--- config.mk ---
export PLATFORM = sky130hd
export DESIGN_NAME = t_vpi_chg_log
export DESIGN_NICKNAME = d
export VERILOG_FILES = /design/src/rtl/t_vpi_chg_log_pkg.sv /design/src/rtl/t_vpi_chg_log_fifo.sv /design/src/rtl/t_vpi_chg_log.sv
export SDC_FILE = /design/constraint.sdc
export NUM_CORES = 1
export LEC_CHECK = 0
export ABC_AREA = 1
export CAP_MARGIN = 20
export CORE_ASPECT_RATIO = 0.9
export CORE_MARGIN = 4
export CORE_UTILIZATION = 50
export DETAILED_ROUTE_END_ITERATION = 8
export PLACE_DENSITY = 0.81
export SLEW_MARGIN = 0
export SYNTH_ARGS = -nofsm -noshare
export SYNTH_HDL_FRONTEND = slang
export SYNTH_SLANG_ARGS = --single-unit
--- constraint.sdc ---
create_clock -name clk -period 3.65 [get_ports clk]
set_clock_uncertainty 0.15 [all_clocks]
set_input_delay 0.5475 -clock clk [delete_from_list [all_inputs] [get_ports clk]]
set_output_delay 0.5475 -clock clk [all_outputs]
set_load 0.01 [all_outputs]
--- src/rtl/t_vpi_chg_log_pkg.sv ---
// Shared types and constants for the value-change logger.
package t_vpi_chg_log_pkg;

    localparam int CHG_W    = 32;
    localparam int CHG_TS_W = 32;
    localparam int DROP_MAX = 255;

    // One logged change: the new bus value and the cycle it was seen on.
    typedef struct packed {
        logic [CHG_W-1:0]    value;
        logic [CHG_TS_W-1:0] ts;
    } chg_entry_t;

endpackage

--- src/rtl/t_vpi_chg_log_fifo.sv ---
// Synchronous FIFO for the change logger. A push into a full FIFO is
// ignored unless a pop happens in the same cycle; pop on empty is ignored.
// The head reads zero while empty.
module t_vpi_chg_log_fifo #(
    parameter int DW    = 64,
    parameter int DEPTH = 8,
    localparam int AW   = $clog2(DEPTH)
) (
    input  logic          clk,
    input  logic          reset_l,
    input  logic          push,
    input  logic          pop,
    input  logic [DW-1:0] din,
    output logic [DW-1:0] head,
    output logic [AW:0]   level,
    output logic          full,
    output logic          empty
);

    logic [DW-1:0] mem [DEPTH];
    logic [AW-1:0] wr_ptr;
    logic [AW-1:0] rd_ptr;
    logic          do_push;
    logic          do_pop;

    assign empty   = (level == '0);
    assign full    = (level == (AW+1)'(DEPTH));
    assign do_pop  = pop && !empty;
    assign do_push = push && (!full || do_pop);
    assign head    = empty ? '0 : mem[rd_ptr];

    // Storage write; contents need no reset since the head is gated by empty.
    always_ff @(posedge clk) begin
        if (do_push) mem[wr_ptr] <= din;
    end

    // Pointer and occupancy bookkeeping; pointers wrap naturally.
    always_ff @(posedge clk) begin
        if (!reset_l) begin
            wr_ptr <= '0;
            rd_ptr <= '0;
            level  <= '0;
        end else begin
            if (do_push) wr_ptr <= wr_ptr + 1'b1;
            if (do_pop)  rd_ptr <= rd_ptr + 1'b1;
            case ({do_push, do_pop})
                2'b10:   level <= level + 1'b1;
                2'b01:   level <= level - 1'b1;
                default: level <= level;
            endcase
        end
    end

endmodule

--- src/rtl/t_vpi_chg_log.sv ---
// Value-change logger: detects changes on a watched bus and queues them,
// with a cycle timestamp, for a host monitor to read and pop.
// Build option: define CHG_LOG_TS_EN to include the cycle counter and
// per-entry timestamps; otherwise head_ts and cycle read as 0.
module t_vpi_chg_log
    import t_vpi_chg_log_pkg::*;
#(
    parameter int WIDTH    = 32,
    parameter int DEPTH    = 8,
    parameter int TS_WIDTH = 32,
    localparam int LW      = $clog2(DEPTH) + 1
) (
    input  logic                clk,
    input  logic                reset_l,
    input  logic [WIDTH-1:0]    watch,
    input  logic                pop_req,
    output logic                head_valid,
    output logic [WIDTH-1:0]    head_value,
    output logic [TS_WIDTH-1:0] head_ts,
    output logic [LW-1:0]       level,
    output logic [TS_WIDTH-1:0] cycle,
    output logic                overflow,
    output logic [7:0]          drop_count
);

`ifdef CHG_LOG_TS_EN
    localparam int DW = WIDTH + TS_WIDTH;
`else
    localparam int DW = WIDTH;
`endif

    logic [WIDTH-1:0] prev;
    logic             armed;
    logic             change;
    logic             full;
    logic             empty;
    logic             drop;
    logic [DW-1:0]    din;
    logic [DW-1:0]    head;

    // Nothing is compared until the arm cycle has reloaded prev after reset.
    assign change = armed && (watch != prev);
    // Full implies non-empty, so any pop_req frees a slot for the push.
    assign drop   = change && full && !pop_req;

    // Previous-value register and arm flag.
    always_ff @(posedge clk) begin
        if (!reset_l) begin
            prev  <= watch;
            armed <= 1'b0;
        end else begin
            prev  <= watch;
            armed <= 1'b1;
        end
    end

    // Sticky overflow flag and saturating drop counter.
    always_ff @(posedge clk) begin
        if (!reset_l) begin
            overflow   <= 1'b0;
            drop_count <= '0;
        end else if (drop) begin
            overflow <= 1'b1;
            if (drop_count != 8'(DROP_MAX)) drop_count <= drop_count + 1'b1;
        end
    end

`ifdef CHG_LOG_TS_EN
    logic [TS_WIDTH-1:0] cyc_q;

    // Free-running cycle counter, started by the arm cycle; wraps modulo.
    always_ff @(posedge clk) begin
        if (!reset_l)   cyc_q <= '0;
        else if (armed) cyc_q <= cyc_q + 1'b1;
    end

    assign din        = {watch, cyc_q};
    assign head_value = head[DW-1 -: WIDTH];
    assign head_ts    = head[TS_WIDTH-1:0];
    assign cycle      = cyc_q;
`else
    assign din        = watch;
    assign head_value = head;
    assign head_ts    = '0;
    assign cycle      = '0;
`endif

    assign head_valid = !empty;

    t_vpi_chg_log_fifo #(.DW(DW), .DEPTH(DEPTH)) u_fifo (
        .clk     (clk),
        .reset_l (reset_l),
        .push    (change),
        .pop     (pop_req),
        .din     (din),
        .head    (head),
        .level   (level),
        .full    (full),
        .empty   (empty)
    );

endmodule

==> results of run 1 <==
## where the power goes
| group | switching [mW] | internal (mW) | leakage (nW) | total, mW |
|---|---|---|---|---|
| Combinational | 1.66 | 1.14 | 2.09 | 2.80 |
| Clock | 1.27 | 2.03 | 0.528 | 3.30 |
| Sequential | 0.101 | 3.98 | 2.78 | 4.08 |
## cells by family after synthesis
logic type,Yosys count
AO/OA/AOI/OAI,247
XOR/XNOR,25
adder cells (fa/ha/maj),6
buffers and inverters,167
flip-flops,311
other,1
AND/OR/NAND/NOR,329
## flip-flops by register name (all words and copies together) (netlist names), named ones only
| register | count |
|---|---|
| u_fifo.rd_ptr | 3 |
| u_fifo.mem | 256 |
| prev | 32 |
| drop_count | 8 |
| u_fifo.level | 4 |
| u_fifo.wr_ptr | 3 |
| overflow | 1 |
| armed | 1 |
## what timing repair did
| item | 4_1_cts | 5_1_grt |
|---|---|---|
| buffers inserted | 0 | 0 |
| endpoints found under the setup margin | 0 | 2 |
| resized for setup | 0 | 2 |
## layout make-up
type,count,share of cell area
Clock inverter,11,0.0129
Inverter,51,0.0127
Tap cell,336,0.0279
Timing Repair Buffer,131,0.0892
Multi-Input combinational cell,671,0.214
Sequential cell,311,0.584
Clock buffer,45,0.0590
## final timing paths
kind	startpoint	end	slack, ns	cells after the start
min	overflow$_SDFFE_PN0P_	overflow$_SDFFE_PN0P_	0.31	2
max	flop	head_value[15]	0.18	6
min reg2reg	overflow$_SDFFE_PN0P_	overflow$_SDFFE_PN0P_	0.31	2
max reg2reg	u_fifo.level[2]$_SDFFE_PN0P_	u_fifo.level[2]$_SDFFE_PN0P_	0.87	14
## placed cells by master, fill, tap and decap left out, types with 8 or more instances in the layout
master             n
edfxtp_1         256
nor2_1           222
o21ai_0          158
clkdlybuf4s50_1   80
nand2_1           77
conb_1            64
dfxtp_1           53
inv_1             47
buf_4             38
o22ai_1           32
a31oi_1           32
clkbuf_16         31
xnor2_1           23
a21oi_1           11
buf_12             9
clkbuf_1           8
## per-layer routing
layer  global-route usage  vias up  routed length (um)
li1                     -     3893                   -
met1                0.258     3934               11600
met2                0.315      333               13100
met3               0.0271       52                1810
met4               0.0528        0                 681
met5                    0        -                   0
## stage by stage
step	area (um^2)	total power, mW	utilization
6_report	15100	10.2	0.614
5_1_grt	15100	10.7	0.614
2_1_floorplan	12900	5.74	-
3_5_place_dp	13900	6.93	0.567
4_1_cts	15000	10.2	0.612
3_3_place_gp	13900	6.86	0.567
## critical path, stage by stage, from the launching register on
cell	delay [ns]
dfxtp_4	0.56
buf_12	0.28
o21ai_0	0.14
o22ai_1	0.21
o21ai_0	0.10
a31oi_1	0.29
clkdlybuf4s50_1	0.61
==> out/metrics.yaml, run 1 <==
pwr:
  vdd_ir_drop_max_uv: 497
  leakage_nw: 5.40
  cellPowerDensity_mw_per_mm2: 676
cells_and_area:
  nNetsFinal: 1237
  multiInputGateArea_mm2: 0.00323
  post_route_cells_drive_above_1_share: 0.0984
  final.fill_count: 1823
  area_delta_synth_final_pct: 19.3
  fin_cells: 1556
  num_antenna_cells: 0
  seq_area_mm2: 0.00879
global_routing:
  grt-ovfl-total: 0
  grt_max_degree: 69
  grt_pass1_wl_um: 42200
  grt_usage: 0.188
  grt_pass1_vias: 7898
  antenna_found_initial: 0
route:
  vias: 8212
  vias_per_cell: 5.28
  dr.pass1.iters: 6
  wl_per_cell_um: 17.5
  detail-route-antenna-nets: 0
  drc: 0
  first_iter_violations: 789
  route.final.wire_length_um: 27200
run_status:
  run_status: "finished clean"
clocking:
  cts_max_level: 1
  worstSkewPairLatency_ns: 0.55
  numCtsBuffers: 30
  cts_tree: "yes"
  postCtsHoldBufs: 0
  path_clk_slew_ns: 0.06
  cts-root-buf: "clkbuf_16"
  clockBufferDepth: 3
  cts_num_sinks: 311
logic_synthesis:
  synth.cell_area_mm2: 0.0126
  synth_fa_ha_area_frac: 0.00595
  ys_seq_elements: 311
  synth-edff-count: 256
  postSynth.asyncResetShare: 0
  yosys_warnings: 0
  synthMuxAreaShare: 0
  synth_compound_area_frac: 0.106
  synth.most_common_cell: "edfxtp_1"
  yosys.area_share.simple: 0.103
  synth_top_family_by_area: "compound AO/OA/AOI/OAI gates"
  synth.largest_area_cell: "edfxtp_1"
  synth_xor_xnor_area_share: 0.0173
  yosysSeqAreaShare: 0.696
  synth-main-ff-cell: "edfxtp_1"
  synth.avg_cell_area_um2: 11.6
  synthTopCellsByArea: "edfxtp_1 61%, dfxtp_1 8.7%, nor2_1 6.8%, o21ai_0 6.3%, buf_4 4.0%"
  synthDistinctLibCells: 34
  yosysTopAreaCellShare: 0.609
  syn_inst: 1086
  synth_common_cells: "256 x edfxtp_1, 230 x nor2_1, 158 x o21ai_0"
floorplanning:
  ios: 145
  coreArea_mm2: 0.0245
  initial_core_util: 0.515
  die_x_um: 176
  die-area_mm2: 0.0279
  die_h_um: 159
  rows: 54
worst_setup_path:
  crit_fanout: 55
  startpoint_type: "flop"
  critPathKind: "flop to primary output"
  critPathArrivalTime_ns: 2.77
  cp-end-kind: "primary output"
  required_ns: 2.95
place:
  place_inst: 1498
  numPortBuffers: 80
  place.gp.congestion: 0.766
  hpwlAfterDp_um: 15600
  dp_slack_ns: 0.0688
sta:
  fin_crit_ns: 3.47
  tns_ns: 0
  hold_violations: 0
  whs_ns: 0.308
  post-route-period-util: 0.951
  setup_violations: 0
  rsz0062_at_grt: "no"
  worstMarginPinSlew_ns: 0.795
  setup_ws_ns: 0.178
  max-slew-margin-rel: 0.469
  max_freq_mhz: 288
  drv_slew: 0
run:
  max_cap_viol_count: 0
hold_path:
  hold_path_class: "flop to flop"
Power figures use the tool's default switching activity.
==> inputs of run 2 (changes only) <==
==> constraint.sdc (replaced) <==
create_clock -name clk -period 3.2 [get_ports clk]
set_clock_uncertainty 0.15 [all_clocks]
set_input_delay 0.48 -clock clk [delete_from_list [all_inputs] [get_ports clk]]
set_output_delay 0.48 -clock clk [all_outputs]
set_load 0.01 [all_outputs]
==> out/metrics.yaml, run 2 (synthesis gave the netlist of run 1 again) <==
run_status:
  run_status: "finished clean"
clocking:
  cts-root-buf: "clkbuf_16"
  path_clk_slew_ns: 0.06  # about the same
  cts_max_level: 1  # unchanged
  worstSkewPairLatency_ns: 0.55  # about the same
  postCtsHoldBufs: 0  # unchanged
  clockBufferDepth: 3  # unchanged
  numCtsBuffers: 30  # unchanged
  cts_num_sinks: 311  # unchanged
  cts_tree: "yes"
pwr:
  vdd_ir_drop_max_uv: 482  # -2.9%
  leakage_nw: 5.62  # +4.1%
  cellPowerDensity_mw_per_mm2: 751  # +11%
place:
  placed_area_mm2: 0.0140  # +0.68%
  place.gp.congestion: 0.746  # -2.7%
  hpwlAfterDp_um: 16100  # +3.0%
  numPortBuffers: 80  # unchanged
  place_inst: 1514  # +1.1%
worst_setup_path:
  critPathKind: "flop to primary output"
  r2r_start: "prev[15]$_DFF_P_"
  required_ns: 2.57  # -0.38 ns
  crit_fanout: 27  # -51%
  critPathArrivalTime_ns: 2.50  # -0.27 ns
  startpoint_type: "flop"
  cp-end-kind: "primary output"
cells_and_area:
  largest_reg_flops: 256  # unchanged
  num_antenna_cells: 0  # unchanged
  multiInputGateArea_mm2: 0.00323  # unchanged
  final_area_mm2: 0.0152  # +0.93%
  final_util: 0.620  # +0.00571
  post_route_cells_drive_above_1_share: 0.112  # +0.0135
  final_cell_mix: "256 x edfxtp_1, 222 x nor2_1, 158 x o21ai_0, 77 x nand2_1, 64 x conb_1"
  final_common_cell: "edfxtp_1"
  final.fill_count: 1831  # +0.44%
  fin_cells: 1579  # +1.5%
  largest_registers: "u_fifo.mem: 256 flops, prev: 32 flops, drop_count: 8 flops"
  nNetsFinal: 1260  # +1.9%
  largest-register: "u_fifo.mem"
  area_delta_synth_final_pct: 20.4
  seq_area_mm2: 0.00880  # about the same
global_routing:
  grt_max_degree: 65  # -5.8%
  grt-ovfl-total: 0  # unchanged
  grt_pass1_wl_um: 42800  # +1.5%
  grt_usage: 0.189  # +0.00176
  grt_pass1_vias: 8186  # +3.6%
  antenna_found_initial: 0  # unchanged
floorplanning:
  coreArea_mm2: 0.0245  # unchanged
  initial_core_util: 0.515  # unchanged
  die_h_um: 159  # unchanged
  die_x_um: 176  # unchanged
  rows: 54  # unchanged
  die-area_mm2: 0.0279  # unchanged
  ios: 145  # unchanged
route:
  first_iter_violations: 852  # +8.0%
  vias_per_cell: 5.33  # +0.91%
  wl_per_cell_um: 17.9  # +2.4%
  detail-route-antenna-nets: 0  # unchanged
  drc: 0  # unchanged
  vias: 8409  # +2.4%
  dr.pass1.iters: 5  # -1
  route.final.wire_length_um: 28300  # +3.9%
sta:
  worstMarginPinSlew_ns: 1.05  # +0.254 ns
  post-route-period-util: 0.977
  max_freq_mhz: 320
  whs_ns: 0.306  # -0.00192 ns
  fin_crit_ns: 3.13
  max-slew-margin-rel: 0.300  # -0.169
  rsz0062_at_grt: "yes"
  drv_slew: 0  # unchanged
  setup_violations: 0  # unchanged
  hold_violations: 0  # unchanged
hold_path:
  worstHoldStart: "overflow$_SDFFE_PN0P_"
  hold_path_class: "flop to flop"
run:
  max_cap_viol_count: 0  # unchanged
==> run 2: cell type report <==
cell class,count,share of cell area
Tap cell,336,0.0277
Multi-Input combinational cell,671,0.212
Sequential cell,311,0.579
Timing Repair Buffer,154,0.105
Clock buffer,40,0.0533
Inverter,51,0.0134
Clock inverter,16,0.00930
==> run 2: report_power, final <==
group	internal, mW	switching (mW)
sequential	4.54	0.116
clock	1.94	1.46
combinational	1.38	1.97
total	7.86	3.55
==> run 2: timing repair <==
| item | 4_1_cts | 5_1_grt |
|---|---|---|
| resized for setup | 22 | 24 |
| hold endpoints to repair | 0 | 0 |
| gates cloned | 0 | 1 |
| endpoints found under the setup margin | 31 | 19 |
| setup buffers | 5 | 0 |
==> run 2: critical path, cell delays in order (launching register included) <==
cell and delay, ns:
dfxtp_4 0.49, buf_8 0.23, o21ai_0 0.11, o22ai_1 0.22, o21ai_0 0.13, a31oi_1 0.19
clkdlybuf4s50_1 0.56
==> run 2: metrics by stage <==
stage	setup WS, ns	setup TNS [ns]	power, mW
after global placement	-0.109	-11.00	7.86
after CTS	-0.00304	-0.00304	11.4
after floorplan	0.0437	0	6.54
final	0.0746	0	11.4
after global routing	-0.0427	-0.0427	12.0
after detailed placement	-0.203	-17.83	7.94
==> run 2: worst paths after layout <==
kind,to,depth (start not counted),slack [ns]
max,head_value[14],6,0.07
min,overflow$_SDFFE_PN0P_,2,0.31
max reg2reg,u_fifo.level[3]$_SDFFE_PN0P_,15,0.47
min reg2reg,overflow$_SDFFE_PN0P_,2,0.31
==> run 2: metal layers <==
metal	global-route usage	vias to the layer above	wire length [um]
met5	0	-	0
met4	0.0535	0	470
met3	0.0297	42	2230
met2	0.322	402	13900
met1	0.255	4020	11700
li1	-	3945	-
==> inputs of run 3 (changes only) <==
--- a/config.mk
+++ b/config.mk
@@ -6,11 +6,11 @@
 export NUM_CORES = 1
 export LEC_CHECK = 0
 export ABC_AREA = 1
-export CAP_MARGIN = 20
 export CORE_ASPECT_RATIO = 0.9
 export CORE_MARGIN = 4
 export CORE_UTILIZATION = 50
 export DETAILED_ROUTE_END_ITERATION = 8
+export MAX_ROUTING_LAYER = met4
 export PLACE_DENSITY = 0.81
 export SLEW_MARGIN = 0
 export SYNTH_ARGS = -nofsm -noshare
==> out/metrics.yaml, run 3 (synthesis gave the netlist of run 1 again) <==
floorplanning:
  coreArea_mm2: 0.0245  # unchanged
  ios: 145  # unchanged
  die-area_mm2: 0.0279  # unchanged
  die_x_um: 176  # unchanged
  initial_core_util: 0.515  # unchanged
  die_h_um: 159  # unchanged
  rows: 54  # unchanged
clocking:
  cts-root-buf: "clkbuf_16"
  path_clk_slew_ns: 0.06  # about the same
  postCtsHoldBufs: 0  # unchanged
  worstSkewPairLatency_ns: 0.55  # about the same
  cts_num_sinks: 311  # unchanged
  cts_tree: "yes"
  clockBufferDepth: 3  # unchanged
  numCtsBuffers: 30  # unchanged
  cts_max_level: 1  # unchanged
sta:
  fin_crit_ns: 3.13  # +0.00572 ns
  setup_violations: 0  # unchanged
  max_freq_mhz: 319  # -0.18%
  post-route-period-util: 0.978  # +0.00179
  rsz0062_at_grt: "yes"
  worstMarginPinSlew_ns: 1.18  # +0.128 ns
  max-slew-margin-rel: 0.214  # -0.0855
  drv_slew: 0  # unchanged
  hold_violations: 0  # unchanged
  tns_ns: 0  # unchanged
cells_and_area:
  area_delta_synth_final_pct: 19.7
  final_util: 0.616  # -0.00372
  num_antenna_cells: 0  # unchanged
  nNetsFinal: 1257  # -0.24%
  final_cell_mix: "256 x edfxtp_1, 222 x nor2_1, 158 x o21ai_0, 77 x nand2_1, 64 x conb_1"
  largest-register: "u_fifo.mem"
  largest_reg_flops: 256  # unchanged
  largest_registers: "u_fifo.mem: 256 flops, prev: 32 flops, drop_count: 8 flops"
  post_route_cells_drive_above_1_share: 0.110  # -0.00215
  final_common_cell: "edfxtp_1"
pwr:
  cellPowerDensity_mw_per_mm2: 753  # +0.28%
  vdd_ir_drop_max_uv: 470  # -2.6%
  power_mw: 11.4  # -0.32%
  leakage_nw: 5.58  # -0.87%
worst_setup_path:
  required_ns: 2.57  # about the same
  cp.depth: 6  # unchanged
  critPathKind: "flop to primary output"
  cpMostUsedCell: "o21ai_0"
  startpoint_type: "flop"
  crit_fanout: 27  # unchanged
  worst_path_dominant_cell_family: "buffers and inverters"
  crit_path_top_delay_cell: "clkdlybuf4s50_1"
  slowest_delay_ns: 0.56  # about the same
  crit_buf_inv: 2  # unchanged
  cp-end-kind: "primary output"
  worstRegToRegCells: 15  # unchanged
  critPathArrivalTime_ns: 2.50  # about the same
  crit_chain: "buf_6 -> o21ai_0 -> o22ai_1 -> o21ai_0 -> a31oi_1 -> clkdlybuf4s50_1"
run:
  max_cap_viol_count: 0  # unchanged
route:
  detail-route-antenna-nets: 0  # unchanged
  vias: 8344  # -0.77%
  route.final.wire_length_um: 27800  # -1.6%
  drc: 0  # unchanged
  vias_per_cell: 5.29  # -0.58%
  dr.pass1.iters: 5  # unchanged
  wl_per_cell_um: 17.7  # -1.4%
  first_iter_violations: 903  # +6.0%
hold_path:
  hold_path_class: "flop to flop"
  holdPathStages: 2  # unchanged
global_routing:
  grt_usage: 0.195  # +0.00570
  grt_max_degree: 65  # unchanged
  grt_pass1_vias: 8184  # -0.024%
  antenna_found_initial: 0  # unchanged
  grt-ovfl-total: 0  # unchanged
  grt_pass1_wl_um: 42800  # -0.11%
place:
  hpwlAfterDp_um: 16100  # unchanged
  numPortBuffers: 80  # unchanged
  place.gp.congestion: 0.755  # +1.3%
run_status:
  run_status: "finished clean"
## run 3: worst reg2reg max path, stage by stage, from the launching register on
cell and delay, ns:
dfxtp_1 0.30, xnor2_1 0.15, nand2_1 0.06, nor2_1 0.24
nand2_1 0.15, nor2_1 0.23, nand2_2 0.09, nand3_2 0.08
buf_4 0.14, ha_1 0.20, xor2_1 0.22, nand3_1 0.13
o31ai_1 0.09, o211ai_1 0.13, o21ai_0 0.18, a21oi_1 0.06
## run 3: power by group
part / switching (mW) / leakage [nW] / internal (mW) / total, mW
Clock: 1.46 / 0.460 / 1.94 / 3.40
Sequential: 0.112 / 2.78 / 4.54 / 4.66
Combinational: 1.96 / 2.33 / 1.36 / 3.32
Total: 3.53 / 5.58 / 7.85 / 11.4
## run 3: timing repair
action,in CTS,in global routing
resized for setup,22,17
setup buffers,5,0
endpoints found under the hold margin,0,0
cloned,0,1
endpoints found under the setup margin,31,20
## run 3: routing by layer
layer  track usage  wire length (um)  up-vias
li1              -                 -     3941
met1         0.256             11500     3980
met2         0.323             13500      371
met3        0.0269              2370       52
met4        0.0535               512        0
met5             -                 0        -
## run 3: through the flow
stage	cells	setup slack, ns	hold slack (ns)	area (um^2)
2_1_floorplan	1149	0.0437	0.283	12900
3_3_place_gp	1514	-0.109	0.294	14000
3_5_place_dp	1514	-0.203	0.297	14000
4_1_cts	1575	-0.00304	0.306	15000
5_1_grt	1576	-0.0597	0.300	15100
6_report	1576	0.0689	0.306	15100
## run 3: worst paths after layout
check / to / startpoint / slack (ns)
setup reg to reg: u_fifo.level[3]$_SDFFE_PN0P_ / prev[12]$_DFF_P_ / 0.48
hold reg to reg: overflow$_SDFFE_PN0P_ / overflow$_SDFFE_PN0P_ / 0.31
setup / recovery: head_value[14] / flop / 0.07
hold / removal: overflow$_SDFFE_PN0P_ / overflow$_SDFFE_PN0P_ / 0.31
## run 3: area by class of cell
cell class | instances | area [um^2]
clock buffer | 40 | 810
inverter | 51 | 201
clock inverter | 16 | 141
sequential | 311 | 8800
fill | 1848 | 9420
timing repair buffer | 151 | 1510
multi-input combinational | 671 | 3230
tap | 336 | 420
